## src/rtl/fft_twiddle_sequencer_pkg.sv

```systemverilog
// ============================================================================
// Module : fft_pkg
// Brief  : Shared constants, types and helpers for the FFT twiddle sequencer.
// Rev    : 1.0  initial release
// ============================================================================
`default_nettype none

package fft_pkg;

  localparam int FFT_N     = 32;
  localparam int FFT_LOG2N = 5;
  localparam int TW_W      = 16;
  localparam int IDX_W     = FFT_LOG2N;
  localparam int STAGE_W   = 3;
  localparam int TW_UNITY  = 1000;

  typedef logic signed [TW_W-1:0]  tw_t;
  typedef logic [IDX_W-1:0]        idx_t;
  typedef logic [IDX_W-2:0]        bfly_t;
  typedef logic [STAGE_W-1:0]      stage_t;

  typedef enum logic [1:0] {
    IDLE = 2'd0,
    RUN  = 2'd1,
    DONE = 2'd2
  } seq_state_t;

  localparam tw_t TW_MIN = {1'b1, {(TW_W-1){1'b0}}};
  localparam tw_t TW_MAX = {1'b0, {(TW_W-1){1'b1}}};

  // Two's complement negation that maps the most negative code to the most positive.
  function automatic tw_t sat_neg(input tw_t x);
    if (x == TW_MIN) return TW_MAX;
    return -x;
  endfunction

endpackage : fft_pkg

`default_nettype wire

```

## src/rtl/fft_twiddle_sequencer_if.sv

```systemverilog
// ============================================================================
// Module : fft_twiddle_sequencer_if
// Brief  : Butterfly descriptor valid/ready bus between sequencer and datapath.
// Rev    : 1.0  initial release
// ============================================================================
`default_nettype none

interface fft_twiddle_sequencer_if;
  import fft_pkg::*;

  logic   out_valid_o;
  logic   out_ready_i;
  tw_t    tw_re_o;
  tw_t    tw_im_o;
  idx_t   addr_top_o;
  idx_t   addr_bot_o;
  stage_t stage_o;

  modport master (
    output out_valid_o, tw_re_o, tw_im_o, addr_top_o, addr_bot_o, stage_o,
    input  out_ready_i
  );

  modport slave (
    input  out_valid_o, tw_re_o, tw_im_o, addr_top_o, addr_bot_o, stage_o,
    output out_ready_i
  );

endinterface : fft_twiddle_sequencer_if

`default_nettype wire

```

## src/rtl/fft_twiddle_sequencer_addr_gen.sv

```systemverilog
// ============================================================================
// Module : fft_bfly_addr_gen
// Brief  : Combinational radix-2 DIT map (stage, bfly) -> (top, bot, twiddle k).
// Rev    : 1.0  initial release
// ============================================================================
`default_nettype none

module fft_bfly_addr_gen
  import fft_pkg::*;
(
  input  wire stage_t s_i,
  input  wire bfly_t  j_i,
  output idx_t        addr_top_o,
  output idx_t        addr_bot_o,
  output bfly_t       k_o
);

  bfly_t w_mask;
  bfly_t w_pos;
  idx_t  w_grp;
  idx_t  w_span;

  // At the last stage the span no longer fits in bfly_t; 0 - 1 still yields the full mask.
  assign w_mask     = (bfly_t'(1) << s_i) - bfly_t'(1);
  assign w_pos      = j_i & w_mask;
  assign w_grp      = {1'b0, j_i} >> s_i;
  assign w_span     = idx_t'(1) << s_i;
  assign addr_top_o = (w_grp << (s_i + stage_t'(1))) | {1'b0, w_pos};
  assign addr_bot_o = addr_top_o + w_span;
  assign k_o        = w_pos << (stage_t'(FFT_LOG2N - 1) - s_i);

endmodule : fft_bfly_addr_gen

`default_nettype wire

```

## src/rtl/fft_twiddle_sequencer.sv

```systemverilog
// ============================================================================
// Module : fft_twiddle_sequencer
// Brief  : Walks every stage/butterfly of an N-point radix-2 DIT FFT and issues
//          twiddle + address descriptors over a valid/ready bus.
//          Optional macro FFT_TWIDDLE_INVERSE_EN adds inv_i (conjugate twiddles).
// Rev    : 1.0  initial release
// ============================================================================
`default_nettype none

module fft_twiddle_sequencer
  import fft_pkg::*;
(
  input  wire                 clk,
  input  wire                 rst_n,
  input  wire tw_t [FFT_N/2-1:0] real_tw_i,
  input  wire tw_t [FFT_N/2-1:0] imag_tw_i,
  input  wire                 start_i,
  input  wire                 abort_i,
`ifdef FFT_TWIDDLE_INVERSE_EN
  input  wire                 inv_i,
`endif
  fft_twiddle_sequencer_if.master bus,
  output logic                busy_o,
  output logic                done_o
);

  localparam stage_t LAST_STAGE = stage_t'(FFT_LOG2N - 1);
  localparam bfly_t  LAST_BFLY  = '1;

  seq_state_t state_q;
  stage_t     stage_q, w_nx_stage;
  bfly_t      bfly_q, w_nx_bfly;
  logic       valid_q, busy_q, done_q;
  tw_t        tw_re_q, tw_im_q;
  idx_t       top_q, bot_q;

  idx_t       w_top, w_bot;
  bfly_t      w_k;
  tw_t        w_re, w_im;
  logic       w_last, w_xfer;

  assign w_last = (stage_q == LAST_STAGE) && (bfly_q == LAST_BFLY);
  assign w_xfer = valid_q && bus.out_ready_i;

  // Index of the descriptor that loads on the next edge; (0,0) when starting from IDLE.
  always_comb begin
    w_nx_stage = '0;
    w_nx_bfly  = '0;
    if (state_q == RUN) begin
      w_nx_bfly  = bfly_q + bfly_t'(1);
      w_nx_stage = (bfly_q == LAST_BFLY) ? stage_q + stage_t'(1) : stage_q;
    end
  end

  fft_bfly_addr_gen u_addr_gen (
    .s_i        (w_nx_stage),
    .j_i        (w_nx_bfly),
    .addr_top_o (w_top),
    .addr_bot_o (w_bot),
    .k_o        (w_k)
  );

  assign w_re = real_tw_i[w_k];

`ifdef FFT_TWIDDLE_INVERSE_EN
  logic inv_q;
  logic w_inv;

  // The first descriptor loads on the same edge that latches inv_i.
  assign w_inv = (state_q == IDLE) ? inv_i : inv_q;
  assign w_im  = w_inv ? sat_neg(imag_tw_i[w_k]) : imag_tw_i[w_k];

  always_ff @(posedge clk or negedge rst_n) begin
    if (!rst_n)                            inv_q <= 1'b0;
    else if (state_q == IDLE && start_i)   inv_q <= inv_i;
  end
`else
  assign w_im = imag_tw_i[w_k];
`endif

  always_ff @(posedge clk or negedge rst_n) begin
    if (!rst_n) begin
      state_q <= IDLE;
      stage_q <= '0;
      bfly_q  <= '0;
      valid_q <= 1'b0;
      busy_q  <= 1'b0;
      done_q  <= 1'b0;
      tw_re_q <= '0;
      tw_im_q <= '0;
      top_q   <= '0;
      bot_q   <= '0;
    end else begin
      case (state_q)
        IDLE: begin
          done_q <= 1'b0;
          if (start_i) begin
            state_q <= RUN;
            stage_q <= w_nx_stage;
            bfly_q  <= w_nx_bfly;
            valid_q <= 1'b1;
            busy_q  <= 1'b1;
            tw_re_q <= w_re;
            tw_im_q <= w_im;
            top_q   <= w_top;
            bot_q   <= w_bot;
          end
        end
        RUN: begin
          if (abort_i || (w_xfer && w_last)) begin
            state_q <= abort_i ? IDLE : DONE;
            done_q  <= !abort_i;
            stage_q <= '0;
            bfly_q  <= '0;
            valid_q <= 1'b0;
            busy_q  <= 1'b0;
            tw_re_q <= '0;
            tw_im_q <= '0;
            top_q   <= '0;
            bot_q   <= '0;
          end else if (w_xfer) begin
            stage_q <= w_nx_stage;
            bfly_q  <= w_nx_bfly;
            tw_re_q <= w_re;
            tw_im_q <= w_im;
            top_q   <= w_top;
            bot_q   <= w_bot;
          end
        end
        DONE: begin
          state_q <= IDLE;
          done_q  <= 1'b0;
        end
        default: state_q <= IDLE;
      endcase
    end
  end

  assign bus.out_valid_o = valid_q;
  assign bus.tw_re_o     = tw_re_q;
  assign bus.tw_im_o     = tw_im_q;
  assign bus.addr_top_o  = top_q;
  assign bus.addr_bot_o  = bot_q;
  assign bus.stage_o     = stage_q;
  assign busy_o          = busy_q;
  assign done_o          = done_q;

endmodule : fft_twiddle_sequencer

`default_nettype wire

```

## src/flat_wrapper.sv

```systemverilog
// flat-port wrapper written by rule: the top's interface ports become plain ports
module fft_twiddle_sequencer_flat import fft_pkg::*;
  (clk, rst_n, real_tw_i, imag_tw_i, start_i, abort_i, busy_o, done_o, bus_out_valid_o, bus_tw_re_o, bus_tw_im_o, bus_addr_top_o, bus_addr_bot_o, bus_stage_o, bus_out_ready_i);
  fft_twiddle_sequencer_if bus_i ();
  input  wire clk;
  input  wire rst_n;
  input  wire tw_t [FFT_N/2-1:0] real_tw_i;
  input  wire tw_t [FFT_N/2-1:0] imag_tw_i;
  input  wire start_i;
  input  wire abort_i;
  output logic busy_o;
  output logic done_o;
  output wire logic [$bits(bus_i.out_valid_o)-1:0] bus_out_valid_o;
  output wire logic [$bits(bus_i.tw_re_o)-1:0] bus_tw_re_o;
  output wire logic [$bits(bus_i.tw_im_o)-1:0] bus_tw_im_o;
  output wire logic [$bits(bus_i.addr_top_o)-1:0] bus_addr_top_o;
  output wire logic [$bits(bus_i.addr_bot_o)-1:0] bus_addr_bot_o;
  output wire logic [$bits(bus_i.stage_o)-1:0] bus_stage_o;
  input wire logic [$bits(bus_i.out_ready_i)-1:0] bus_out_ready_i;
  assign bus_out_valid_o = bus_i.out_valid_o;
  assign bus_tw_re_o = bus_i.tw_re_o;
  assign bus_tw_im_o = bus_i.tw_im_o;
  assign bus_addr_top_o = bus_i.addr_top_o;
  assign bus_addr_bot_o = bus_i.addr_bot_o;
  assign bus_stage_o = bus_i.stage_o;
  assign bus_i.out_ready_i = bus_out_ready_i;
  fft_twiddle_sequencer u_core (.clk(clk), .rst_n(rst_n), .real_tw_i(real_tw_i), .imag_tw_i(imag_tw_i), .start_i(start_i), .abort_i(abort_i), .bus(bus_i), .busy_o(busy_o), .done_o(done_o));
endmodule
```

## config.mk

```make
export PLATFORM = sky130hd
export DESIGN_NAME = fft_twiddle_sequencer_flat
export DESIGN_NICKNAME = d
export VERILOG_FILES = /design/src/rtl/fft_twiddle_sequencer_pkg.sv /design/src/rtl/fft_twiddle_sequencer_if.sv /design/src/rtl/fft_twiddle_sequencer_addr_gen.sv /design/src/rtl/fft_twiddle_sequencer.sv /design/src/flat_wrapper.sv
export SDC_FILE = /design/constraint.sdc
export NUM_CORES = 1
export LEC_CHECK = 0
export ABC_CLOCK_PERIOD_IN_PS = 5270
export CAP_MARGIN = 10
export CORE_AREA = 5 5 218 220
export CTS_BUF_LIST = sky130_fd_sc_hd__clkbuf_4
export CTS_CLUSTER_SIZE = 14
export DETAILED_ROUTE_END_ITERATION = 8
export DIE_AREA = 0 0 223 225
export PLACE_DENSITY = 0.44
export SETUP_SLACK_MARGIN = 0.05
export SYNTH_ARGS = -nofsm -noshare
export SYNTH_HDL_FRONTEND = slang
export SYNTH_SLANG_ARGS = --single-unit
```

## constraint.sdc

```tcl
create_clock -name clk -period 5.27 [get_ports clk]
set_clock_uncertainty 0.05 [all_clocks]
set_input_delay 0.7905 -clock clk [delete_from_list [all_inputs] [get_ports clk]]
set_output_delay 0.7905 -clock clk [all_outputs]
set_load 0.01 [all_outputs]
```

==> results.json <==
{
  "clk_latency_ns": 0.47,
  "synth_fa_ha_area_frac": 0.0275,
  "dieArea_sq_um": 50200,
  "synthCells": 1062,
  "fp.dieH_um": 225,
  "dr.pass1.iters": 5,
  "synthTopCellsByArea": "dfrtp_1 (18%), o22ai_1 (9.9%), o221ai_1 (6.7%)",
  "p_seq_frac": 0.314,
  "startpoint_type": "flop",
  "design.core.area_sq_um": 45100,
  "yosysWarnings": 0,
  "switching_power_mw": 0.540,
  "cp.required_ns": 5.58,
  "dp_hpwl_mm": 48.4,
  "multi_input_area_sq_um": 5680,
  "grt_most_used_layer": "met2",
  "met3_usage": 0.0547,
  "row_count": 78,
  "tightestPinTransition_ns": 0.914,
  "drv_cap": 0,
  "run_status": "complete, no violations",
  "slew_viol_final": 0,
  "clk_path_buf_depth": 2,
  "fillers": 4821,
  "nets": 2082,
  "syn_nets": 1595,
  "routabilityCongestion": 0.881,
  "gr-total-overflow": 0,
  "ys.flop_type": "dfrtp_1",
  "crit_arrival_ns": 5.30,
  "postCtsHoldBufs": 0,
  "setup_viol": 0,
  "cts-root-buf": "clkbuf_4",
  "finalNonFillerCells": 2152,
  "hp-class": "in -> async",
  "synth_mux_area_frac": 0.0237,
  "period_share": 0.947,
  "finish.utilization": 0.309,
  "grt_usage": 0.234,
  "syn_avg_cell_area_sq_um": 7.12,
  "intPower_mw": 0.994,
  "yosys.area_share.simple": 0.185,
  "combPwrFrac": 0.530,
  "reg2regPathDepth": 14,
  "clock-sinks": 53,
  "grt_max_degree": 96,
  "cts_resized": 0,
  "power_density_nw_per_um2": 110,
  "clkTransAtPathRegs_ns": 0.21,
  "final.min_clock_period_ns": 4.99,
  "dp_cells": 2142,
  "io_buffer_count": 564,
  "yosys.cell_types.count": 71,
  "antenna_found_initial": 6,
  "synthXorXnorAreaFrac": 0.0147,
  "grt_pass1_vias": 11700,
  "drtIter0Drc": 1004,
  "drc": 0,
  "drive_gt1_frac": 0.0587,
  "grt_pass1_wl_mm": 87.7,
  "seq_area_frac_synth": 0.175,
  "cts_tree": "done",
  "synth_top_family_by_area": "compound AO/OA/AOI/OAI gates",
  "synthArstFlopShare": 1.00,
  "yosysTopAreaCell": "dfrtp_1",
  "clock.fmax_mhz": 200,
  "swShare": 0.352,
  "synth-edff-count": 0,
  "use_met2": 0.390,
  "cts-htree-levels": 2,
  "initial_core_util": 0.168,
  "hold_viol": 0,
  "numCtsBuffers": 5,
  "ir_worst_vdd_mv": 0.0861,
  "rsz0062_at_grt": "yes",
  "ant_nets": 0,
  "use_met1": 0.317,
  "p_leak_nw": 4.81,
  "tns_ns": 0,
  "netlist_area_sq_um": 7560,
  "hold_slack_ns": 0.325,
  "synth_top_area_frac": 0.175,
  "vias_per_cell": 5.31,
  "top_level_ports": 565,
  "critPathMaxFanout": 66,
  "end_kind": "flop",
  "critPathKind": "reg -> reg",
  "drt-total-wl_mm": 62.7,
  "yosysMostFrequentCell": "o22ai_1",
  "yosys-top-cells-count": "o22ai_1 (120), nor2_1 (101), clkbuf_1 (89), a21oi_1 (78), nand2_1 (71)",
  "cts_setup_buffers": 0,
  "clockPowerShare": 0.157,
  "ys_seq_elements": 53,
  "register_area_sq_um": 1330,
  "die_w_um": 223,
  "num_vias": 11400,
  "synth-compound-area-share": 0.487,
  "area_growth_pct": 84.2,
  "routedWlPerCell_um": 29.1,
  "max_slew_margin": 0.389
}
## kinds of logic after synthesis
logic type	count (synthesis)
AO/OA/AOI/OAI	512
XOR/XNOR	11
adder cells (fa/ha/maj)	16
buffers and inverters	153
flip-flops	53
multiplexers	17
AND/OR/NAND/NOR	300
## flip-flops by register name (all words and copies together) (netlist names)
name	flops
u_core.bus.out_valid_o	1
u_core.bus.stage_o	3
u_core.bus.tw_im_o	16
u_core.bfly_q	4
u_core.bus.tw_re_o	16
u_core.state_q	2
u_core.bus.addr_top_o	5
u_core.done_o	1
u_core.bus.addr_bot_o	5
## worst paths after layout
kind	to	slack [ns]	from
setup / recovery	u_core.bus.tw_re_o[2]	0.28	u_core.bfly_q[0]
hold / removal	u_core.bus.addr_top_o[4]	0.32	rst_n
setup reg to reg	u_core.bus.tw_re_o[2]	0.28	u_core.bfly_q[0]
hold reg to reg	u_core.bus.addr_top_o[4]	0.46	u_core.bus.addr_top_o[4]
max in group asynchronous	u_core.bus.tw_re_o[11]	4.26	rst_n
min in group clk	u_core.bus.addr_top_o[4]	0.46	u_core.bus.addr_top_o[4]
## layer usage
metal | vias to the layer above | wire length, um
met5 | - | 35
met2 | 551 | 29600
met3 | 32 | 4560
met4 | 8 | 716
met1 | 5604 | 27800
li1 | 5231 | -
## critical path, stage by stage, from the launching register on
cell,delay [ns]
dfrtp_1,0.53
ha_1,0.34
nand3_4,0.21
xnor2_4,0.19
nor2_1,0.13
inv_1,0.12
ha_1,0.24
ha_1,0.29
or3_2,0.50
or4_4,0.90
buf_4,0.43
o22a_1,0.27
o211ai_1,0.18
o32a_1,0.36
o221ai_2,0.12
## final cells by class
cell class	count	area share
Antenna cell	2	0.000359
Clock buffer	5	0.00270
Clock inverter	3	0.00144
Inverter	29	0.00782
Multi-Input combinational cell	856	0.408
Sequential cell	53	0.0953
Tap cell	600	0.0539
Timing Repair Buffer	604	0.430
## metrics by stage
step	cell area, sq um	worst slack [ns]	power (mW)
floorplan	7560	0.579	0.683
global placement	13900	0.291	1.31
detailed placement	13900	0.308	1.30
CTS	13900	0.287	1.56
global route	13900	0.0274	1.61
finish	13900	0.277	1.53
## cell usage in the layout, fill, tap and decap left out, types with 6 or more instances in the layout
| cell | instances |
|---|---|
| nand3_1 | 28 |
| dfrtp_1 | 53 |
| or3_1 | 6 |
| buf_4 | 37 |
| o221a_2 | 8 |
| o221ai_2 | 6 |
| ha_1 | 15 |
| nand2_1 | 68 |
| o211ai_1 | 6 |
| o31ai_1 | 8 |
| o22a_1 | 33 |
| clkdlybuf4s50_1 | 563 |
| a21oi_1 | 77 |
| o22ai_1 | 120 |
| a2111oi_0 | 17 |
| o32a_1 | 31 |
| o221ai_1 | 58 |
| o21ai_0 | 57 |
| o2bb2ai_1 | 14 |
| inv_1 | 28 |
| a31oi_1 | 25 |
| a211o_1 | 18 |
| nor3_1 | 57 |
| nor2_1 | 100 |
| mux2i_1 | 12 |
## power groups by stage
stage | Combinational, mW | Sequential [mW] | Clock (mW)
6_report | 0.812 | 0.481 | 0.241
3_5_place_dp | 0.816 | 0.489 | 0
2_1_floorplan | 0.189 | 0.494 | 0
5_1_grt | 0.863 | 0.487 | 0.265
4_1_cts | 0.822 | 0.482 | 0.260
3_3_place_gp | 0.818 | 0.488 | 0
(Power assumes the default switching activity.)
